==> src/rtl/ramio_cmd_initiator.sv <==
// ramio_cmd_initiator: byte-stream command interpreter driving the ramio client bus (optional WAIT timeout via RAMIO_CMD_TIMEOUT_EN)
module ramio_cmd_initiator #(
  parameter int AddressBitWidth = 32,
  parameter int DataBitWidth    = 32,
  parameter int TimeoutCycles   = 65535
) (
  input  logic                       clk,
  input  logic                       rst,
  input  logic [7:0]                 cmd_data,
  input  logic                       cmd_valid,
  output logic                       cmd_ready,
  output logic [7:0]                 rsp_data,
  output logic                       rsp_valid,
  input  logic                       rsp_ready,
  output logic                       mem_enable,
  output logic [2:0]                 mem_read_type,
  output logic [1:0]                 mem_write_type,
  output logic [AddressBitWidth-1:0] mem_address,
  output logic [DataBitWidth-1:0]    mem_data_out,
  input  logic [DataBitWidth-1:0]    mem_data_in,
  input  logic                       mem_data_in_ready,
  input  logic                       mem_busy,
  output logic                       timeout
);
  localparam logic [7:0] OpW = 8'h57, OpB = 8'h42, OpR = 8'h52, OpRb = 8'h62;
  localparam logic [7:0] Ack = 8'h06, Nak = 8'h15, Can = 8'h18;
  typedef enum logic [2:0] {IDLE, ADDR, DATA, ISSUE, WAIT, RESP} state_t;
  state_t state, state_nx;
  logic live, act, cmd_fire, rsp_fire, op_ok, is_write, is_word, misalign, done, tmo;
  logic [7:0] op;
  logic [31:0] addr, wdata, rbuf;
  logic [1:0] idx, rsp_last;
  assign cmd_fire = cmd_valid && cmd_ready;
  assign rsp_fire = rsp_valid && rsp_ready;
  assign op_ok = cmd_data inside {OpW, OpB, OpR, OpRb};
  assign is_write = op == OpW || op == OpB;
  assign is_word = op == OpW || op == OpR;
  assign misalign = is_word && addr[1:0] != 2'b00;
  assign done = state == WAIT && !mem_busy && (is_write || mem_data_in_ready);
`ifdef RAMIO_CMD_TIMEOUT_EN
  logic [15:0] tcnt;
  logic timeout_q;
  assign tmo = state == WAIT && !done && tcnt == 16'(TimeoutCycles - 1);
  assign timeout = timeout_q;
  // count WAIT cycles; the timeout flag is sticky until reset
  always_ff @(posedge clk or posedge rst)
    if (rst) begin
      tcnt <= '0;
      timeout_q <= 1'b0;
    end else begin
      tcnt <= state == WAIT ? tcnt + 16'd1 : '0;
      timeout_q <= timeout_q | tmo;
    end
`else
  assign tmo = 1'b0;
  assign timeout = 1'b0;
`endif
  // state register
  always_ff @(posedge clk or posedge rst)
    if (rst) state <= IDLE;
    else state <= state_nx;
  // packet sequencing: opcode, address, optional data, bus request, response
  always_comb begin
    state_nx = state;
    case (state)
      IDLE:  if (cmd_fire) state_nx = op_ok ? ADDR : RESP;
      ADDR:  if (cmd_fire && idx == 2'd3) state_nx = is_write ? DATA : misalign ? RESP : ISSUE;
      DATA:  if (cmd_fire && idx == (is_word ? 2'd3 : 2'd0)) state_nx = misalign ? RESP : ISSUE;
      ISSUE: state_nx = WAIT;
      WAIT:  if (done || tmo) state_nx = RESP;
      RESP:  if (rsp_fire && idx == rsp_last) state_nx = IDLE;
      default: state_nx = IDLE;
    endcase
  end
  // handshake and bus outputs; the request is held from ISSUE through WAIT
  always_comb begin
    act = state == ISSUE || state == WAIT;
    cmd_ready = live && (state == IDLE || state == ADDR || state == DATA);
    rsp_valid = state == RESP;
    rsp_data = rsp_valid ? rbuf[{idx, 3'b000} +: 8] : 8'h00;
    mem_enable = act;
    mem_read_type = act && !is_write ? (is_word ? 3'b111 : 3'b001) : 3'b000;
    mem_write_type = act && is_write ? (is_word ? 2'b11 : 2'b01) : 2'b00;
    mem_address = act ? AddressBitWidth'(addr) : '0;
    mem_data_out = act && is_write ? DataBitWidth'(wdata) : '0;
  end
  // byte assembly, response loading and the shared byte index
  always_ff @(posedge clk or posedge rst)
    if (rst) begin
      live <= 1'b0;
      op <= '0;
      addr <= '0;
      wdata <= '0;
      rbuf <= '0;
      idx <= '0;
      rsp_last <= '0;
    end else begin
      live <= 1'b1;
      idx <= state_nx != state ? 2'd0 : (cmd_fire || rsp_fire) ? idx + 2'd1 : idx;
      if (state == IDLE && cmd_fire) begin
        op <= cmd_data;
        wdata <= '0;
      end
      if (state == ADDR && cmd_fire) addr[{idx, 3'b000} +: 8] <= cmd_data;
      if (state == DATA && cmd_fire) wdata[{idx, 3'b000} +: 8] <= cmd_data;
      if (state_nx == RESP && state != RESP) begin
        rbuf <= state != WAIT ? {24'h0, Nak} : tmo ? {24'h0, Can} : is_write ? {24'h0, Ack} :
                is_word ? 32'(mem_data_in) : {24'h0, mem_data_in[7:0]};
        rsp_last <= state == WAIT && done && !is_write && is_word ? 2'd3 : 2'd0;
      end
    end
endmodule
==> config.mk <==
export PLATFORM = sky130hd
export DESIGN_NAME = ramio_cmd_initiator
export DESIGN_NICKNAME = d
export VERILOG_FILES = /design/src/rtl/ramio_cmd_initiator.sv
export SDC_FILE = /design/constraint.sdc
export NUM_CORES = 1
export LEC_CHECK = 0
export ABC_AREA = 0
export BUFFER_PORTS_ARGS = -buffer_cell sky130_fd_sc_hd__buf_2
export CORE_MARGIN = 2
export CORE_UTILIZATION = 55
export CTS_BUF_LIST = sky130_fd_sc_hd__clkbuf_4
export DETAILED_ROUTE_END_ITERATION = 8
export GPL_TIMING_DRIVEN = 0
export PLACE_DENSITY = 0.81
export SLEW_MARGIN = 20
export SYNTH_ARGS = -nofsm -noshare
export SYNTH_HDL_FRONTEND = slang
export SYNTH_SLANG_ARGS = --single-unit
==> constraint.sdc <==
create_clock -name clk -period 3.7 [get_ports clk]
set_input_delay 0.185 -clock clk [delete_from_list [all_inputs] [get_ports clk]]
set_output_delay 0.185 -clock clk [all_outputs]
set_load 0.01 [all_outputs]
### After elaboration in Yosys (flattened, before gate mapping)

Cells that the tools add are included.

| cells by class | value |
|---|---|
| $mul | 0 |
| multiplexer cells | 27 |
| divide/modulo/power cells | 0 |
| magnitude comparators | 0 |
| reductions and logical operators | 31 |
| $add $sub $neg | 2 |
| bitwise gates (word level) | 0 |
| equality and inequality tests | 19 |
| shift-type cells | 3 |

Operators by type and width:

| cell | number |
|---|---|
| 32-bit 2-to-1 mux | 7 |
| 32-bit bitwise mux | 2 |
| 8-bit by 7-bit == test with 1-bit output (second input constant) | 7 |
| 8-bit by 7-bit variable shift with 32-bit output (first input constant) | 1 |
| 32-bit by 6-bit variable part select with 8-bit output | 1 |
| 8-bit by 7-bit variable part select with 32-bit output | 1 |
| 3-bit 2-to-1 mux | 10 |
| 1-bit logical AND | 18 |
| 3-bit one-hot mux with 6 select lines | 1 |
| 2-bit 2-to-1 mux | 6 |
| 3-bit == test (second input constant) | 3 |
| 8-bit 2-to-1 mux | 1 |
| 1-bit logical OR | 7 |
| 5-bit negator with 7-bit output | 1 |
| 3-bit by 2-bit == test with 1-bit output (second input constant) | 2 |
| 3-bit inequality test (second input constant) | 2 |
| 2-bit == test | 2 |
| 2-bit nonzero test | 2 |
| 4-bit nonzero test | 1 |
| 3-bit by 1-bit == test with 1-bit output (second input constant) | 1 |
| 3-bit logical NOT | 1 |
| 3-bit inequality test | 1 |
| 2-bit by 1-bit adder with 2-bit output (second input constant) | 1 |
| 2-bit == test (second input constant) | 1 |
| 1-bit logical NOT | 2 |

| word-level totals | value |
|---|---|
| bits in read-only memories | 0 |
| input port bits | 46 |
| output and inout port bits | 81 |
| RAM bits | 0 |
| memories kept | 0 |
| register bits after elaboration | 112 |
| word-level logic and storage cells | 90 |
| bits in latches | 0 |

### Logic depth before layout (Yosys ltp)

Gate-level depths: netlist of run 1.

| logic depth | value |
|---|---|
| depth in word-level cells | 10 |
| depth in mapped cells | 10 |
| depth with buffers taken out | 7 |

### Worst setup path after synthesis of run 1

No wires, ideal clock.

| path | value |
|---|---|
| path type | register to register |
| from | register idx[1] |
| to | register wdata[0] |
| required time | 3630 ps |
| period minus slack after synthesis | 2263 ps |
| arrival | 2193 ps |
| setup time | 70 ps |
| path slack | 1437 ps |
| cell stages (with the launch flop) | 6 |
| buffers on the path | 1 |
| cell sequence | dfrtp_1 > buf_1 > inv_1 > ha_1 > nor4b_1 > a22o_1 |

| between the ends | value |
|---|---|
| cells in the longest elaborated chain, start to end | 4 |
| elaborated cells between the ends (all ways) | 5 |
| those cells by class | 1 x add/sub; 2 x shift; 2 x mux |

RTL lines:

| element | RTL line | RTL |
|---|---|---|
| from (decl) | 32 | `logic [1:0] idx, rsp_last;` |
| from (signal assigned) | 99 | `idx <= state_nx != state ? 2'd0 : (cmd_fire \|\| rsp_fire) ? idx + 2'd1 : idx;` |
| 5-bit negator with 7-bit output * | 105 | `if (state == DATA && cmd_fire) wdata[{idx, 3'b000} +: 8] <= cmd_data;` |
| 8-bit by 7-bit variable part select with 32-bit output or 8-bit by 7-bit variable shift with 32-bit output (tied branches) | 105 |  |
| 32-bit bitwise mux * | 105 |  |
| 32-bit 2-to-1 mux * | 105 |  |
| to (signal, indexed assignment) | 105 |  |
| to (decl) | 31 | `logic [31:0] addr, wdata, rbuf;` |

Mark *: on every way between the ends. The rest lies on a longest branch, timed or not.
A chain may end at the register's enable or synchronous reset.

### Worst setup path in the final report of run 1

| path | value |
|---|---|
| from | register state[0] |
| to | output port mem_address[7] |

| between the ends | value |
|---|---|
| cells in the longest elaborated chain, start to end | 3 |
| elaborated cells between the ends (all ways) | 4 |
| those cells by class | 2 x eq/ne; 1 x mux; 1 x reduce/logical |

RTL lines:

| element | RTL line | RTL |
|---|---|---|
| from (decl) | 28 | `state_t state, state_nx;` |
| from (signal assigned) | 61 | `else state <= state_nx;` |
| 3-bit by 2-bit == test with 1-bit output or 3-bit == test (tied branches) | 77 | `act = state == ISSUE \|\| state == WAIT;` |
| 1-bit logical OR * | 77 |  |
| 32-bit 2-to-1 mux * | 84 | `mem_address = act ? AddressBitWidth'(addr) : '0;` |
| to (decl) | 18 | `output logic [AddressBitWidth-1:0] mem_address,` |

Marked as above.

==> results of run 1 <==
-- through the flow --
stage / power [uW] / hold WS (ps)
global placement: 2497 / 409.8
floorplan: 2214 / 284.1
global route: 3361 / 8.583
CTS: 3170 / 9.862
finish: 3182 / 20.34
detailed placement: 2544 / 175.3
-- registers in the layout, indices dropped and copies added (netlist names) --
name      count
state         3
rsp_last      1
wdata        32
live          1
op            8
idx           2
addr         32
rbuf         32
-- cell type report --
type	instances	area (sq um)
multi-input combinational	416	2512
timing repair buffer	154	948.4
sequential	111	2778
tap	133	166.4
inverter	7	31.28
fill	755	2985
clock inverter	6	71.32
clock buffer	9	67.56
buffer	44	214.0
-- synthesized netlist by cell type (4+ instances only) --
cell type	n	area, sq um
and2_1	34	212.7
nor3b_1	4	30.03
nand3_1	27	135.1
o21ai_1	31	155.2
nor2_1	8	30.03
nor4b_1	5	43.79
o21ai_0	49	245.2
and3_1	33	206.5
buf_4	5	37.54
nand2_1	124	465.5
nor2b_1	10	62.56
a21oi_1	8	40.04
a22o_1	16	140.1
buf_2	4	20.02
inv_1	7	26.28
ha_1	5	62.56
clkbuf_1	26	97.59
mux4_2	8	180.2
mux2_2	8	90.09
dfrtp_1	111	2778
buf_1	4	15.01
-- cells by family after synthesis --
logic type	after synthesis	share of synthesized area
simple gates	268	0.2498
compound gates	120	0.1341
flops	111	0.5028
buf+inv	51	0.04349
mux	17	0.05074
fa+ha+maj	5	0.01133
xor+xnor	4	0.006343
other cells	2	0.001360
-- metal layers --
layer,wire (microns),share of wire
met2,7624,0.50
met4,350,0.023
met3,1031,0.067
met1,6300,0.41
met5,0,0
-- where the power goes --
group	leakage [uW]	total, uW	internal [uW]	switching, uW
Clock	0.0000739	616	209	406
Combinational	0.00170	1120	452	669
Sequential	0.00151	1450	1350	99.5
-- worst max-delay path, delay by kind of cell (launching register included) --
kind,cells,cell delay (ps)
buffers and inverters,6,1360
and+or+nand+nor,2,690
DFF,1,380
AOI/OAI and AO/OA,1,210
-- worst paths after layout --
kind	endpoint	cells after the start
setup / recovery	mem_address[7]	9
hold reg to reg	addr[17]	2
max in group asynchronous	wdata[6]	4
min in group asynchronous	addr[18]	3
setup reg to reg	addr[21]	6
hold / removal	rbuf[4]	3
-- what timing repair did --
| action | CTS | global route |
|---|---|---|
| hold buffers | 31 | 0 |
| setup endpoints to repair | 0 | 0 |
| hold endpoints to repair | 60 | 0 |
==> impl_metrics.ini, run 1 <==
[yosys]
syn_inst = 578
yosys_warnings = 0
netlist_area_sq_um = 5524
ys_ff_latch = 111
async_flop_share = 1.000
yosys_most_used_dff = dfrtp_1
synth_nets = 629
ys_seq_area_frac = 0.5028
synth_cell_type_count = 54
syn_area_per_cell_sq_um = 9.557
synth_edf_count = 0

[cts]
cts_inserted_buffers = 9
cts-root-buf = clkbuf_4
clock_path_buffers = 2
post_cts_resized = 0
htreeDepth = 3
post-cts-setup-buffers = 0
clk_pin_slew_worst_paths_ps = 160
clock_latency_ps = 450
cts_num_sinks = 111
cts_tree = built

[sta]
min_period_over_period = 0.8851
hold_viol_final = 0
fin_ws_ps = 425.0
setup_tns_ps = 0
setup_viol = 0
finClkSkew_ps = 17.97
tightestPinTransition_ps = 1025
rsz0062_at_grt = no
min_period_ps = 3275
fmax_ghz = 0.3053
relSlewSlack = 0.3152
slew_violations = 0

[grt]
antenna_found_initial = 0
grt_start_max_net_pins = 82
use_met2 = 0.4897
grt_use_met3 = 0.04323
grt_remaining_overflow = 0
top_usage_layer = met2
grt_util_met1 = 0.3758
track_usage = 0.2881
grt_pass1_wl_microns = 25090
grt_pass1_vias = 5060

[placed_design]
place_inst = 834
pre_cts_slack_ps = 768.4
place.gp.congestion = 0.8579
dpl_cell_area_sq_um = 6340
hpwl_microns = 10560
portBuffers = 122

[detailed_routing]
drt-total-wl_microns = 15310
routedWlPerCell_microns = 17.39
drt_iter0_drc = 373
ant_nets = 0
vias_per_cell = 5.713
dr_total_vias = 5027
remaining_drc_errors = 0
drtPass1Iterations = 5

[die]
ioPinCount = 127
coreArea_sq_um = 9774
die_w_microns = 104.2
start_util = 0.5652
die_h_microns = 104.2
fp.dieArea_sq_um = 10860
num_rows = 36

[flow_run]
drv_cap = 0

[setup_path]
ff2ff_setup_slack_ps = 640
cp.arrival_ps = 3090
startpoint = state[0]
cp_slowest_cell = or3b_2
worstSetupStartpointType = flip-flop
cp.required_ps = 3510
cp_slowest_stage_delay_ps = 470
crit_top_cell = buf_2
path_class = flip-flop to primary output
worstPathMaxFanout = 10
reg2reg_from = idx[1]
end_kind = primary output
worstPathCellList = buf_2 -> or3b_2 -> buf_2 -> o21a_1 -> inv_1 -> clkbuf_1 -> clkbuf_1 -> and2_1 -> buf_2

[status]
status = finished clean

[layout]
drive_gt1_frac = 0.2410
nNetsFinal = 794
area_growth_syn_to_layout_pct = 22.90
layout_commonest_cell = buf_2
final_cell_area_sq_um = 6789
most-common-layout-cells = buf_2, nand2_1, dfrtp_1, o21ai_0, and2_1
diodes = 0
final_cell_count_no_fill = 880
utilization = 0.6946

[power]
peakVddDrop_uv = 288.8
p_leak_uw = 0.003285
powerDensity_nw_per_um2 = 468.7

[worst_hold_path]
min-delay-start = mem_data_in[4]
hold_class = primary input to flip-flop
Power figures use the tool's default switching activity.
==> run 2: changes to the inputs <==
Settings changed: BUFFER_PORTS_ARGS -buffer_cell sky130_fd_sc_hd__buf_2 to default, DONT_BUFFER_PORTS from default to 1, PLACE_DENSITY 0.81 to 0.7.
==> impl_metrics.ini, run 2 (same netlist as run 1, synthesis figures left out) <==
[status]
status = finished clean

[power]
peakVddDrop_uv = 317.7
p_leak_uw = 0.002707
total_power_uw = 3070
powerDensity_nw_per_um2 = 491.5

[detailed_routing]
remaining_drc_errors = 0
drtPass1Iterations = 4
drt-total-wl_microns = 14630
vias_per_cell = 5.923
routedWlPerCell_microns = 19.08
ant_nets = 0
dr_total_vias = 4543
drt_iter0_drc = 279

[sta]
min_period_ps = 3249
hold_viol_final = 0
rsz0062_at_grt = no
relSlewSlack = 0.3180
finClkSkew_ps = 18.55
fin_ws_ps = 451.2
setup_tns_ps = 0
min_period_over_period = 0.8781
slew_violations = 0
fmax_ghz = 0.3078
setup_viol = 0
tightestPinTransition_ps = 1021

[layout]
largestRegisters = addr (32), rbuf (32), wdata (32)
utilization = 0.6391
area_growth_syn_to_layout_pct = 13.09
layout_commonest_cell = nand2_1
nNetsFinal = 681
final_cell_area_sq_um = 6247
most-common-layout-cells = nand2_1, dfrtp_1, o21ai_0, dlygate4sd3_1, and2_1
drive_gt1_frac = 0.09148
diodes = 0

[die]
ioPinCount = 127
coreArea_sq_um = 9774
die_h_microns = 104.2
die_w_microns = 104.2
start_util = 0.5652
num_rows = 36
fp.dieArea_sq_um = 10860

[worst_hold_path]
hold_class = primary input to flip-flop
hold_path_depth = 3

[setup_path]
crit_top_cell = clkbuf_1
end_kind = primary output
cp_slowest_stage_delay_ps = 540
ff2ff_setup_slack_ps = 640
worstPathMaxFanout = 10
cp.required_ps = 3510
cp-endpoint = mem_data_out[3]
cp_slowest_cell = or3b_2
reg2reg_from = op[5]
path_class = flip-flop to primary output
reg2reg_depth = 9
worstPathCellList = or3b_2 -> a211oi_1 -> clkbuf_1 -> clkbuf_1 -> and3_1
startpoint = op[5]
worstSetupStartpointType = flip-flop
regToRegEndpoint = rsp_last[0]
cp.arrival_ps = 3060

[grt]
track_usage = 0.2771
antenna_found_initial = 0
grt_pass1_wl_microns = 23520
grt_pass1_vias = 4492
grt_start_max_net_pins = 60
grt_remaining_overflow = 0

[cts]
post_cts_resized = 0
clk_pin_slew_worst_paths_ps = 160
cts-root-buf = clkbuf_4
htreeDepth = 3
cts_num_sinks = 111
clock_latency_ps = 460
cts_inserted_buffers = 9
cts_tree = built
post-cts-setup-buffers = 0
cts_hold_buf = 40
clock_path_buffers = 2

[placed_design]
pre_cts_slack_ps = 869.3
dpl_cell_area_sq_um = 5729
place.gp.congestion = 0.8560
hpwl_microns = 10140
portBuffers = 0

[flow_run]
drv_cap = 0
run 2: how the worst min path moves through the flow:
stage                     startpoint          end  slack (ps)
after floorplan             mem_busy  rsp_last[0]         280
after global placement      mem_busy  rsp_last[0]         290
after detailed placement         rst        op[3]         120
after CTS                  cmd_valid     state[1]          70
after global routing       cmd_valid     state[1]          80
final                      cmd_valid     state[1]          80
run 2: area by class of cell:
class | instances | area, sq um
multi-input combinational | 416 | 2512
tap | 133 | 166.4
sequential | 111 | 2778
clock buffer | 10 | 75.07
clock inverter | 5 | 42.54
fill | 854 | 3527
buffer | 44 | 214.0
inverter | 7 | 31.28
timing repair buffer | 41 | 427.9
run 2: per-layer routing:
metal  vias up  track usage  wire, microns
li1       2110            -              -
met3        33      0.05952           1014
met2       194       0.4746           7251
met1      2206       0.3438           5993
met4         0       0.1091            374
met5         -            0              0
run 2: power breakdown:
part           internal (uW)  total [uW]  switching (uW)
clock                    150         552             402
combinational            413        1070             653
sequential              1350        1450             108
total                   1910        3070            1160
run 2: worst max-delay path, delay by kind of cell, from the launching register on:
kind | cells | cell delay, ps
compound gates | 1 | 450
buf+inv | 2 | 850
flops | 1 | 430
simple gates | 2 | 860
run 2: metrics by stage:
stage	std cells	hold WS, ps
2_1_floorplan	578	284.1
3_3_place_gp	711	291.6
3_5_place_dp	712	118.5
4_1_cts	767	65.84
5_1_grt	767	78.12
6_report	767	84.58
